**src/rtl/clkwiz_reconfig_responder_pkg.sv**
```systemverilog
// Shared register map, state encoding and write helper for the clock-wizard
// reconfiguration handshake. The initiator side reuses the same definitions.
package clkwiz_reconfig_responder_pkg;

    localparam logic [10:0] ADDR_CFG0 = 11'h200;
    localparam logic [10:0] ADDR_CFG2 = 11'h208;
    localparam logic [10:0] ADDR_CTRL = 11'h25C;

    localparam logic [1:0]  CTRL_LOAD = 2'b11;

    // The reset idle state is the same encoding as IDLE; valids are held low
    // by their own register until the first cycle after reset is released.
    typedef enum logic [1:0] {
        IDLE = 2'b00,
        ACK  = 2'b01,
        BUSY = 2'b10
    } respStateT;

    // Replace only the bytes whose strobe bit is set.
    function automatic logic [31:0] byteMaskWrite(
        input logic [31:0] oldVal,
        input logic [31:0] newVal,
        input logic [3:0]  strb
    );
        logic [31:0] result;
        result = oldVal;
        for (int i = 0; i < 4; i++) begin
            if (strb[i]) begin
                result[8*i +: 8] = newVal[8*i +: 8];
            end
        end
        return result;
    endfunction

endpackage

```
**src/rtl/clkwiz_reconfig_responder_lock_timer.sv**
```systemverilog
// Relock interval down-counter: loaded on commit, counts down while enabled,
// flags done at terminal count zero and holds there.
module clkwiz_reconfig_responder_lock_timer #(
    parameter int WIDTH = 7
) (
    input  logic             sysclk,
    input  logic             reset,
    input  logic             loadEn,
    input  logic [WIDTH-1:0] loadValue,
    input  logic             countEn,
    output logic             done
);

    logic [WIDTH-1:0] count;

    // Load takes priority; counting stops at zero so the value can never wrap.
    always_ff @(posedge sysclk) begin
        if (reset) begin
            count <= '0;
        end else if (loadEn) begin
            count <= loadValue;
        end else if (countEn && (count != '0)) begin
            count <= count - WIDTH'(1);
        end
    end

    assign done = (count == '0);

endmodule

```
**src/rtl/clkwiz_reconfig_responder.sv**
```systemverilog
// Responder side of the frequency-update register-write handshake. Holds
// shadow CFG registers, commits them to the active outputs on a LOAD write to
// CTRL, then drops locked_out for the relock interval.
//
//  state | meaning
//  IDLE  | valids high, waiting for both readies to capture a write
//  ACK   | write captured, valids low, waiting for both readies to drop
//  BUSY  | shadows committed, relock timer running, locked_out low
module clkwiz_reconfig_responder
    import clkwiz_reconfig_responder_pkg::*;
#(
    parameter int          LOCK_CYCLES = 64,
    parameter logic [31:0] CFG0_RST    = 32'h0000_0A01,
    parameter logic [31:0] CFG2_RST    = 32'h0000_000A
) (
    input  logic        sysclk,
    input  logic        reset,
    input  logic [31:0] FreqData_in,
    input  logic [10:0] FreqAddr_in,
    input  logic [3:0]  strbEnable_in,
    input  logic        DataReady_in,
    input  logic        AddrReady_in,
    output logic        DataValid_out,
    output logic        AddrValid_out,
    output logic [31:0] cfg0_out,
    output logic [31:0] cfg2_out,
    output logic        locked_out,
    output logic        reconfig_pulse,
    output logic        bad_addr_err
);

    localparam int              TIMER_W   = $clog2(LOCK_CYCLES + 1);
    localparam logic [TIMER_W-1:0] TIMER_LOAD = TIMER_W'(LOCK_CYCLES - 1);

    respStateT   state;
    respStateT   nextState;

    logic        validReg;
    logic        lockedReg;
    logic        pulseReg;
    logic        badReg;
    logic [31:0] cfg0Active;
    logic [31:0] cfg2Active;
    logic [31:0] cfg0Shadow;
    logic [31:0] cfg2Shadow;
    // Only the load field of CTRL has any effect, so only that field is held.
    logic [1:0]  ctrlShadow;

    logic        capture;
    logic        released;
    logic        timerDone;
    logic        validNext;
    logic        lockedNext;
    logic        commit;

    // A write is taken only while valids are visibly high and both readies agree.
    assign capture  = (state == IDLE) && validReg && DataReady_in && AddrReady_in;
    assign released = !DataReady_in && !AddrReady_in;

    clkwiz_reconfig_responder_lock_timer #(
        .WIDTH (TIMER_W)
    ) u_lockTimer (
        .sysclk    (sysclk),
        .reset     (reset),
        .loadEn    (commit),
        .loadValue (TIMER_LOAD),
        .countEn   (state == BUSY),
        .done      (timerDone)
    );

    // State register.
    always_ff @(posedge sysclk) begin
        if (reset) begin
            state <= IDLE;
        end else begin
            state <= nextState;
        end
    end

    // Next-state decode for the write/acknowledge/relock sequence.
    always_comb begin
        nextState = state;
        case (state)
            IDLE: begin
                if (capture) begin
                    nextState = ACK;
                end
            end
            ACK: begin
                if (released) begin
                    nextState = (ctrlShadow == CTRL_LOAD) ? BUSY : IDLE;
                end
            end
            BUSY: begin
                if (timerDone) begin
                    nextState = IDLE;
                end
            end
            default: nextState = IDLE;
        endcase
    end

    // Next values of the registered outputs, derived from the upcoming state.
    always_comb begin
        validNext  = (nextState == IDLE);
        lockedNext = (nextState != BUSY);
        commit     = (state == ACK) && (nextState == BUSY);
    end

    // Output, shadow and active register updates.
    always_ff @(posedge sysclk) begin
        if (reset) begin
            validReg   <= 1'b0;
            lockedReg  <= 1'b1;
            pulseReg   <= 1'b0;
            badReg     <= 1'b0;
            cfg0Active <= CFG0_RST;
            cfg2Active <= CFG2_RST;
            cfg0Shadow <= CFG0_RST;
            cfg2Shadow <= CFG2_RST;
            ctrlShadow <= '0;
        end else begin
            validReg  <= validNext;
            lockedReg <= lockedNext;
            pulseReg  <= commit;

            if (capture) begin
                case (FreqAddr_in)
                    ADDR_CFG0: cfg0Shadow <= byteMaskWrite(cfg0Shadow, FreqData_in, strbEnable_in);
                    ADDR_CFG2: cfg2Shadow <= byteMaskWrite(cfg2Shadow, FreqData_in, strbEnable_in);
                    ADDR_CTRL: begin
                        if (strbEnable_in[0]) begin
                            ctrlShadow <= FreqData_in[1:0];
                        end
                    end
                    default:   badReg <= 1'b1;
                endcase
            end

            // LOAD self-clears so the next acknowledge does not retrigger a commit.
            if (commit) begin
                cfg0Active <= cfg0Shadow;
                cfg2Active <= cfg2Shadow;
                ctrlShadow <= '0;
            end
        end
    end

    assign DataValid_out  = validReg;
    assign AddrValid_out  = validReg;
    assign cfg0_out       = cfg0Active;
    assign cfg2_out       = cfg2Active;
    assign locked_out     = lockedReg;
    assign reconfig_pulse = pulseReg;
    assign bad_addr_err   = badReg;

endmodule

```
**config.mk**
```make
export PLATFORM = sky130hd
export DESIGN_NAME = clkwiz_reconfig_responder
export DESIGN_NICKNAME = d
export VERILOG_FILES = /design/src/rtl/clkwiz_reconfig_responder_pkg.sv /design/src/rtl/clkwiz_reconfig_responder_lock_timer.sv /design/src/rtl/clkwiz_reconfig_responder.sv
export SDC_FILE = /design/constraint.sdc
export NUM_CORES = 1
export LEC_CHECK = 0
export BUFFER_PORTS_ARGS = -buffer_cell sky130_fd_sc_hd__buf_2
export CORE_MARGIN = 5
export CORE_UTILIZATION = 54
export CTS_CLUSTER_SIZE = 40
export DETAILED_ROUTE_END_ITERATION = 7
export PLACE_DENSITY = 0.8
export SLEW_MARGIN = 20
export SYNTH_ARGS = -nofsm -noshare
export SYNTH_HDL_FRONTEND = slang
export SYNTH_SLANG_ARGS = --single-unit
```
**constraint.sdc**
```tcl
create_clock -name sysclk -period 1.7 [get_ports sysclk]
set_input_delay 0 -clock sysclk [delete_from_list [all_inputs] [get_ports sysclk]]
set_output_delay 0 -clock sysclk [all_outputs]
set_load 0.005 [all_outputs]
```
==> results of run 1 <==
==> worst max-delay path, cell delays in order (launching register included) <==
cell	delay (ns)
sky130_fd_sc_hd__dfxtp_1	0.37
sky130_fd_sc_hd__nor2_1	0.25
sky130_fd_sc_hd__and4b_2	0.35
sky130_fd_sc_hd__buf_12	0.19
sky130_fd_sc_hd__nand3_1	0.11
sky130_fd_sc_hd__a21oi_1	0.22
==> cell type report <==
type	count	share of cell area
Antenna cell	1	0.000345
Clock buffer	21	0.0633
Clock inverter	10	0.0253
Inverter	3	0.00155
Multi-Input combinational cell	459	0.326
Sequential cell	143	0.395
Tap cell	133	0.0229
Timing Repair Buffer	172	0.165
==> power by group <==
part	total, W	internal, W	switching (W)
Clock	0.00401	0.00264	0.00138
Sequential	0.00336	0.00336	0.00000399
Combinational	0.000301	0.000143	0.000158
Total	0.00767	0.00614	0.00154
==> synthesized netlist by cell type <==
library cell | instances | area [um^2]
sky130_fd_sc_hd__dfxtp_1 | 143 | 2860
sky130_fd_sc_hd__a21oi_1 | 130 | 651
sky130_fd_sc_hd__nand2_1 | 128 | 480
sky130_fd_sc_hd__nand3_1 | 67 | 335
sky130_fd_sc_hd__o21ai_0 | 62 | 310
sky130_fd_sc_hd__clkbuf_1 | 28 | 105
sky130_fd_sc_hd__nor3_1 | 13 | 65.1
sky130_fd_sc_hd__buf_2 | 10 | 50.1
sky130_fd_sc_hd__nand3b_1 | 10 | 75.1
sky130_fd_sc_hd__buf_4 | 8 | 60.1
sky130_fd_sc_hd__nor2_1 | 7 | 26.3
sky130_fd_sc_hd__and3_1 | 5 | 31.3
sky130_fd_sc_hd__o21bai_1 | 5 | 37.5
sky130_fd_sc_hd__a211oi_1 | 4 | 30.0
sky130_fd_sc_hd__nor3b_4 | 4 | 75.1
sky130_fd_sc_hd__inv_1 | 3 | 11.3
sky130_fd_sc_hd__or3_1 | 3 | 18.8
sky130_fd_sc_hd__a311oi_1 | 2 | 17.5
sky130_fd_sc_hd__and4_1 | 2 | 17.5
sky130_fd_sc_hd__buf_1 | 2 | 7.51
sky130_fd_sc_hd__nand2b_1 | 2 | 12.5
sky130_fd_sc_hd__o31ai_1 | 2 | 15.0
sky130_fd_sc_hd__a311oi_2 | 1 | 15.0
sky130_fd_sc_hd__a31oi_1 | 1 | 6.26
sky130_fd_sc_hd__and4b_1 | 1 | 10.0
sky130_fd_sc_hd__buf_6 | 1 | 11.3
sky130_fd_sc_hd__buf_8 | 1 | 15.0
sky130_fd_sc_hd__clkbuf_8 | 1 | 13.8
sky130_fd_sc_hd__ha_1 | 1 | 12.5
sky130_fd_sc_hd__nand4_1 | 1 | 6.26
sky130_fd_sc_hd__nand4b_2 | 1 | 15.0
sky130_fd_sc_hd__nor2b_1 | 1 | 6.26
sky130_fd_sc_hd__nor4b_2 | 1 | 15.0
sky130_fd_sc_hd__nor4b_4 | 1 | 23.8
sky130_fd_sc_hd__o211ai_1 | 1 | 7.51
sky130_fd_sc_hd__or2_1 | 1 | 6.26
sky130_fd_sc_hd__or4b_4 | 1 | 13.8
sky130_fd_sc_hd__xnor2_1 | 1 | 8.76
==> flip-flops by register name (all words and copies together) (netlist names) <==
| name | cells |
|---|---|
| cfg0Shadow | 32 |
| u_lockTimer.count | 7 |
| locked_out | 1 |
| AddrValid_out | 1 |
| bad_addr_err | 1 |
| reconfig_pulse | 1 |
| cfg0_out | 32 |
| state | 2 |
| cfg2_out | 32 |
| ctrlShadow | 2 |
| cfg2Shadow | 32 |
==> metal layers <==
layer	wire [um]	up-vias	share of wire
li1	-	2574	-
met1	6240	2470	0.41
met2	7640	202	0.50
met3	949	35	0.063
met4	319	0	0.021
met5	0	-	0
==> cell families (layout without fill, tap and decap cells) <==
family / count (synthesis) / in the layout
buffers and inverters: 54 / 206
other: 0 / 1
adder cells (fa/ha/maj): 1 / 1
XOR/XNOR: 1 / 1
AO/OA/AOI/OAI: 208 / 208
AND/OR/NAND/NOR: 249 / 249
flip-flops: 143 / 143
==> path summary, 6_finish.rpt <==
path | end | depth (start not counted) | slack [ns] | start
hold reg to reg | cfg2_out[10] | 2 | 0.45 | cfg2Shadow[10]
setup / recovery | cfg2Shadow[26] | 5 | 0.10 | state[0]
setup reg to reg | cfg2Shadow[26] | 5 | 0.10 | state[0]
hold / removal | bad_addr_err | 6 | 0.06 | FreqAddr_in[5]
==> per-stage QoR <==
stage          utilization  power [W]  cells
2_1_floorplan            -    0.00353    656
3_3_place_gp         0.630    0.00365    869
3_5_place_dp         0.630    0.00365    869
4_1_cts              0.737    0.00770    941
5_1_grt              0.739    0.00787    942
6_report             0.739    0.00767    942
==> timing repair <==
item | in CTS | in global routing
hold endpoints to repair | 87 | 0
resized for setup | 0 | 4
setup endpoints to repair | 0 | 50
hold buffers | 41 | 0
==> impl_metrics.xml, run 1 <==
<?xml version="1.0" encoding="UTF-8"?>
<metrics>
  <group name="status">
    <metric name="outcome" unit="">completed</metric>
  </group>
  <group name="grt">
    <metric name="first_pass_grt_wire_length" unit="um">25400</metric>
    <metric name="pin_count_of_the_biggest_net_entering_global_routing" unit="">65</metric>
    <metric name="grt.overflow.total" unit="">0</metric>
    <metric name="grt_antenna_before_repair" unit="">1</metric>
    <metric name="gr-usage-met1" unit="">0.295</metric>
    <metric name="grt_pass1_vias" unit="">5297</metric>
    <metric name="grt.total_usage" unit="">0.246</metric>
    <metric name="globalRouteMet2Util" unit="">0.422</metric>
    <metric name="grt-busiest-layer" unit="">met2</metric>
    <metric name="met3_demand_to_capacity_share_in_global_routing" unit="">0.0551</metric>
  </group>
  <group name="synth">
    <metric name="synth_top_family_by_area" unit="">simple AND/OR/NAND/NOR gates</metric>
    <metric name="synth_simple_gate_area_frac" unit="">0.225</metric>
    <metric name="share_of_cell_area_taken_by_muxes_after_synthesis" unit="">0</metric>
    <metric name="synth_area" unit="mm^2">0.00548</metric>
    <metric name="number_of_warnings_issued_by_yosys" unit="">0</metric>
    <metric name="syn-num-nets" unit="">708</metric>
    <metric name="synthesized_area_fraction_occupied_by_adder_cells" unit="">0.00228</metric>
    <metric name="post_synth_num_cell_types" unit="">38</metric>
    <metric name="ys_seq_area_frac" unit="">0.522</metric>
    <metric name="postSynthAreaPerCell" unit="um^2">8.36</metric>
    <metric name="post_synth_inst_count" unit="">656</metric>
    <metric name="postSynthRegisterBits" unit="">143</metric>
    <metric name="synth_xor_xnor_area_share" unit="">0.00160</metric>
    <metric name="synth_compound_area_frac" unit="">0.199</metric>
  </group>
  <group name="floorplan">
    <metric name="floorplan.initialDensity" unit="">0.558</metric>
    <metric name="design.die.area" unit="mm^2">0.0123</metric>
    <metric name="top_level_ports" unit="">120</metric>
    <metric name="core.rowCount" unit="">36</metric>
    <metric name="coreArea" unit="mm^2">0.00982</metric>
    <metric name="floorplan.die.width" unit="um">111</metric>
    <metric name="die_height" unit="um">111</metric>
  </group>
  <group name="drt">
    <metric name="first_pass_iters" unit="">5</metric>
    <metric name="detail_route.wirelength" unit="um">15100</metric>
    <metric name="drc_errors" unit="">0</metric>
    <metric name="route.detailed.vias_per_inst" unit="">5.61</metric>
    <metric name="wl_per_cell" unit="um">16.1</metric>
    <metric name="drt_iter0_drc" unit="">404</metric>
    <metric name="ant_nets" unit="">0</metric>
    <metric name="dr_total_vias" unit="">5281</metric>
  </group>
  <group name="sta">
    <metric name="final_critical_path_time_including_i_o_delays_and_setup" unit="ns">1.60</metric>
    <metric name="final.hold.worst_slack" unit="ns">0.0629</metric>
    <metric name="skew" unit="ns">0.00718</metric>
    <metric name="report.final.hold_viol_count" unit="">0</metric>
    <metric name="final.period_utilization" unit="">0.939</metric>
    <metric name="slew-limit-headroom" unit="">0.681</metric>
    <metric name="max_clock_freq" unit="MHz">626</metric>
    <metric name="timing.final.setup_violations" unit="">0</metric>
    <metric name="grt_setup_unrepaired" unit="">no</metric>
    <metric name="timing.final.ws_setup" unit="ns">0.103</metric>
    <metric name="setup_total_negative_slack" unit="ns">0</metric>
    <metric name="timing_max_transition_violations_final" unit="">0</metric>
    <metric name="max_slew.worst_pin.slew" unit="ns">0.475</metric>
  </group>
  <group name="job">
    <metric name="drv_cap" unit="">0</metric>
  </group>
  <group name="clock_network">
    <metric name="clock_insertion_delay_worst_skew" unit="ns">0.53</metric>
    <metric name="count_of_buffers_added_by_post_cts_timing_repair_for_setup" unit="">0</metric>
    <metric name="ctsRootBufferMaster" unit="">sky130_fd_sc_hd__clkbuf_8</metric>
    <metric name="clock_input_transition_at_the_sequential_cells_of_the_worst_setup_and_hold_paths" unit="ns">0.06</metric>
    <metric name="cts-buffers-inserted" unit="">17</metric>
    <metric name="ctsHtreeMaxLevel" unit="">4</metric>
    <metric name="clock_tree.buffer_depth" unit="">2</metric>
    <metric name="tritoncts_num_sinks" unit="">143</metric>
    <metric name="tritoncts" unit="">yes</metric>
  </group>
  <group name="critical_path">
    <metric name="cp-end-kind" unit="">flop</metric>
    <metric name="criticalPathCategory" unit="">reg -&gt; reg</metric>
    <metric name="critical_path_arrival" unit="ns">2.03</metric>
    <metric name="startpoint_type" unit="">flop</metric>
    <metric name="timing.critical_path.required" unit="ns">2.14</metric>
    <metric name="critPathMaxFanout" unit="">32</metric>
  </group>
  <group name="layout">
    <metric name="footprint_of_the_multi_input_gates" unit="mm^2">0.00237</metric>
    <metric name="layout.cell_area.non_filler" unit="mm^2">0.00726</metric>
    <metric name="mostFrequentLayoutCells" unit="">sky130_fd_sc_hd__dfxtp_1, sky130_fd_sc_hd__a21oi_1, sky130_fd_sc_hd__nand2_1, sky130_fd_sc_hd__buf_2, sky130_fd_sc_hd__nand3_1</metric>
    <metric name="filler_cell_count" unit="">752</metric>
    <metric name="final-seq-area" unit="mm^2">0.00286</metric>
    <metric name="synthToLayoutAreaGrowth" unit="%">32.4</metric>
    <metric name="layout.nets" unit="">848</metric>
    <metric name="post_route_cells_drive_above_1_share" unit="">0.217</metric>
    <metric name="layout.cells.most_common" unit="">sky130_fd_sc_hd__dfxtp_1</metric>
  </group>
  <group name="power">
    <metric name="vdd_drop_max" unit="V">0.000785</metric>
    <metric name="powerDensity" unit="mW/mm^2">1060</metric>
    <metric name="static-leakage-power" unit="nW">2.78</metric>
  </group>
  <group name="placed_design">
    <metric name="dpl_cell_area" unit="mm^2">0.00619</metric>
    <metric name="pre_cts_slack" unit="ns">0.0950</metric>
    <metric name="port_buffers" unit="">119</metric>
    <metric name="hpwlAfterDp" unit="um">9370</metric>
    <metric name="gp_congestion" unit="">0.843</metric>
  </group>
  <group name="worst_hold_path">
    <metric name="min_path_type" unit="">in -&gt; reg</metric>
  </group>
</metrics>
(Power assumes the default switching activity.)
==> run 2, diff against run 1 <==
Settings changed: MAX_ROUTING_LAYER set to met4.
==> run 2 against run 1 <==
  * Flip-flop and latch count is the same
  * Global-route usage rose by 0.70 points
  * Non-clock buffer count unchanged
  * Sequential power about the same
  * First-iteration DRC count down 5.2%
  * Cell count unchanged
  * Critical path depth is the same
  * Critical path type unchanged
==> impl_metrics.xml, run 2 (same netlist as run 1, synthesis figures left out) <==
<?xml version="1.0" encoding="UTF-8"?>
<metrics>
  <group name="drt">
    <metric name="route.detailed.vias_per_inst" unit="">5.65</metric>
    <metric name="dr_total_vias" unit="">5327</metric>
    <metric name="first_pass_iters" unit="">6</metric>
    <metric name="detail_route.wirelength" unit="um">15200</metric>
    <metric name="wl_per_cell" unit="um">16.1</metric>
    <metric name="drt_iter0_drc" unit="">383</metric>
    <metric name="drc_errors" unit="">0</metric>
    <metric name="ant_nets" unit="">0</metric>
  </group>
  <group name="placed_design">
    <metric name="port_buffers" unit="">119</metric>
    <metric name="gp_congestion" unit="">0.856</metric>
    <metric name="dpl_cell_area" unit="mm^2">0.00619</metric>
    <metric name="pre_cts_slack" unit="ns">0.0950</metric>
    <metric name="hpwlAfterDp" unit="um">9370</metric>
  </group>
  <group name="critical_path">
    <metric name="critical_path.reg2reg.endpoint" unit="">cfg2Shadow[26]</metric>
    <metric name="timing.critical_path.required" unit="ns">2.13</metric>
    <metric name="critical_path_arrival" unit="ns">2.04</metric>
    <metric name="startpoint_type" unit="">flop</metric>
    <metric name="criticalPathCategory" unit="">reg -&gt; reg</metric>
    <metric name="crit-reg2reg-launch" unit="">state[0]</metric>
    <metric name="ff2ff_setup_slack" unit="ns">0.09</metric>
    <metric name="cp-end-kind" unit="">flop</metric>
    <metric name="critPathMaxFanout" unit="">32</metric>
    <metric name="reg2regPathDepth" unit="">5</metric>
  </group>
  <group name="layout">
    <metric name="filler_cell_count" unit="">752</metric>
    <metric name="layout.nets" unit="">848</metric>
    <metric name="mostFrequentLayoutCells" unit="">sky130_fd_sc_hd__dfxtp_1, sky130_fd_sc_hd__a21oi_1, sky130_fd_sc_hd__nand2_1, sky130_fd_sc_hd__buf_2, sky130_fd_sc_hd__nand3_1</metric>
    <metric name="synthToLayoutAreaGrowth" unit="%">32.4</metric>
    <metric name="post_route_cells_drive_above_1_share" unit="">0.217</metric>
    <metric name="layout.cells.most_common" unit="">sky130_fd_sc_hd__dfxtp_1</metric>
    <metric name="share_of_the_core_filled_with_cells_in_the_final_layout" unit="">0.739</metric>
    <metric name="layout.cell_area.non_filler" unit="mm^2">0.00726</metric>
  </group>
  <group name="clock_network">
    <metric name="tritoncts" unit="">yes</metric>
    <metric name="clock_input_transition_at_the_sequential_cells_of_the_worst_setup_and_hold_paths" unit="ns">0.06</metric>
    <metric name="count_of_buffers_added_by_post_cts_timing_repair_for_setup" unit="">0</metric>
    <metric name="tritoncts_num_sinks" unit="">143</metric>
    <metric name="ctsRootBufferMaster" unit="">sky130_fd_sc_hd__clkbuf_8</metric>
    <metric name="ctsHtreeMaxLevel" unit="">4</metric>
    <metric name="clock_tree.buffer_depth" unit="">2</metric>
    <metric name="clock_insertion_delay_worst_skew" unit="ns">0.52</metric>
    <metric name="cts-buffers-inserted" unit="">17</metric>
  </group>
  <group name="sta">
    <metric name="final_critical_path_time_including_i_o_delays_and_setup" unit="ns">1.61</metric>
    <metric name="slew-limit-headroom" unit="">0.681</metric>
    <metric name="grt_setup_unrepaired" unit="">no</metric>
    <metric name="timing.final.setup_violations" unit="">0</metric>
    <metric name="max_slew.worst_pin.slew" unit="ns">0.475</metric>
    <metric name="report.final.hold_viol_count" unit="">0</metric>
    <metric name="timing.final.ws_setup" unit="ns">0.0921</metric>
    <metric name="timing_max_transition_violations_final" unit="">0</metric>
    <metric name="final.period_utilization" unit="">0.946</metric>
    <metric name="setup_total_negative_slack" unit="ns">0</metric>
    <metric name="max_clock_freq" unit="MHz">622</metric>
    <metric name="skew" unit="ns">0.00649</metric>
  </group>
  <group name="grt">
    <metric name="grt.total_usage" unit="">0.253</metric>
    <metric name="first_pass_grt_wire_length" unit="um">25400</metric>
    <metric name="grt_antenna_before_repair" unit="">1</metric>
    <metric name="grt_pass1_vias" unit="">5310</metric>
    <metric name="pin_count_of_the_biggest_net_entering_global_routing" unit="">65</metric>
    <metric name="grt.overflow.total" unit="">0</metric>
  </group>
  <group name="worst_hold_path">
    <metric name="hp-start" unit="">FreqAddr_in[5]</metric>
    <metric name="worstHoldPathCells" unit="">6</metric>
    <metric name="min_delay_worst_endpoint" unit="">bad_addr_err</metric>
    <metric name="min_path_type" unit="">in -&gt; reg</metric>
  </group>
  <group name="floorplan">
    <metric name="top_level_ports" unit="">120</metric>
    <metric name="design.die.area" unit="mm^2">0.0123</metric>
    <metric name="coreArea" unit="mm^2">0.00982</metric>
    <metric name="floorplan.initialDensity" unit="">0.558</metric>
    <metric name="floorplan.die.width" unit="um">111</metric>
    <metric name="core.rowCount" unit="">36</metric>
    <metric name="die_height" unit="um">111</metric>
  </group>
  <group name="power">
    <metric name="vdd_drop_max" unit="V">0.000774</metric>
    <metric name="static-leakage-power" unit="nW">2.78</metric>
    <metric name="powerDensity" unit="mW/mm^2">1060</metric>
    <metric name="total_power" unit="W">0.00767</metric>
  </group>
  <group name="status">
    <metric name="outcome" unit="">completed</metric>
  </group>
  <group name="job">
    <metric name="drv_cap" unit="">0</metric>
  </group>
</metrics>
run 2: how the worst max path moves through the flow:
stage,from,cells after the start,to
after floorplan,u_lockTimer.count[0],5,locked_out
after global placement,state[1],4,u_lockTimer.count[3]
after detailed placement,state[1],4,u_lockTimer.count[3]
after CTS,state[0],5,cfg2_out[7]
after global routing,state[0],5,cfg2Shadow[26]
final,state[0],5,cfg2Shadow[26]
run 2: what timing repair did:
| action | 4_1_cts | 5_1_grt |
|---|---|---|
| hold endpoints to repair | 87 | 0 |
| hold buffers | 41 | 0 |
| endpoints found under the setup margin | 0 | 51 |
| resized for setup | 0 | 4 |
run 2: final cells by class:
cell class	count	area (um^2)	area share
Multi-Input combinational cell	459	2370	0.326
Antenna cell	1	2.50	0.000345
Clock inverter	10	184	0.0253
Timing Repair Buffer	172	1200	0.165
Tap cell	133	166	0.0229
Inverter	3	11.3	0.00155
Sequential cell	143	2860	0.395
Clock buffer	21	459	0.0633
run 2: layer usage:
layer | GRT usage | wire, um | vias up
met4 | 0.106 | 362 | 0
met3 | 0.0519 | 840 | 39
met1 | 0.296 | 6400 | 2501
li1 | - | - | 2578
met2 | 0.423 | 7560 | 209
met5 | - | 0 | -
run 2: per-stage QoR:
step	hold WS, ns	std cells
floorplan	0.152	656
global placement	0.274	869
detailed placement	0.278	869
CTS	0.0112	941
global route	0.0602	942
finish	0.0727	942
run 2: critical path: stages (launching register included):
cell and delay, ns:
sky130_fd_sc_hd__dfxtp_1 0.38, sky130_fd_sc_hd__nor2_1 0.25, sky130_fd_sc_hd__and4b_2 0.34, sky130_fd_sc_hd__buf_12 0.19, sky130_fd_sc_hd__nand3_1 0.12, sky130_fd_sc_hd__a21oi_1 0.22
run 2: power by group:
group / total (W) / internal (W) / switching, W
registers: 0.00336 / 0.00336 / 0.00000419
logic: 0.000301 / 0.000143 / 0.000158
clock network: 0.00401 / 0.00264 / 0.00137
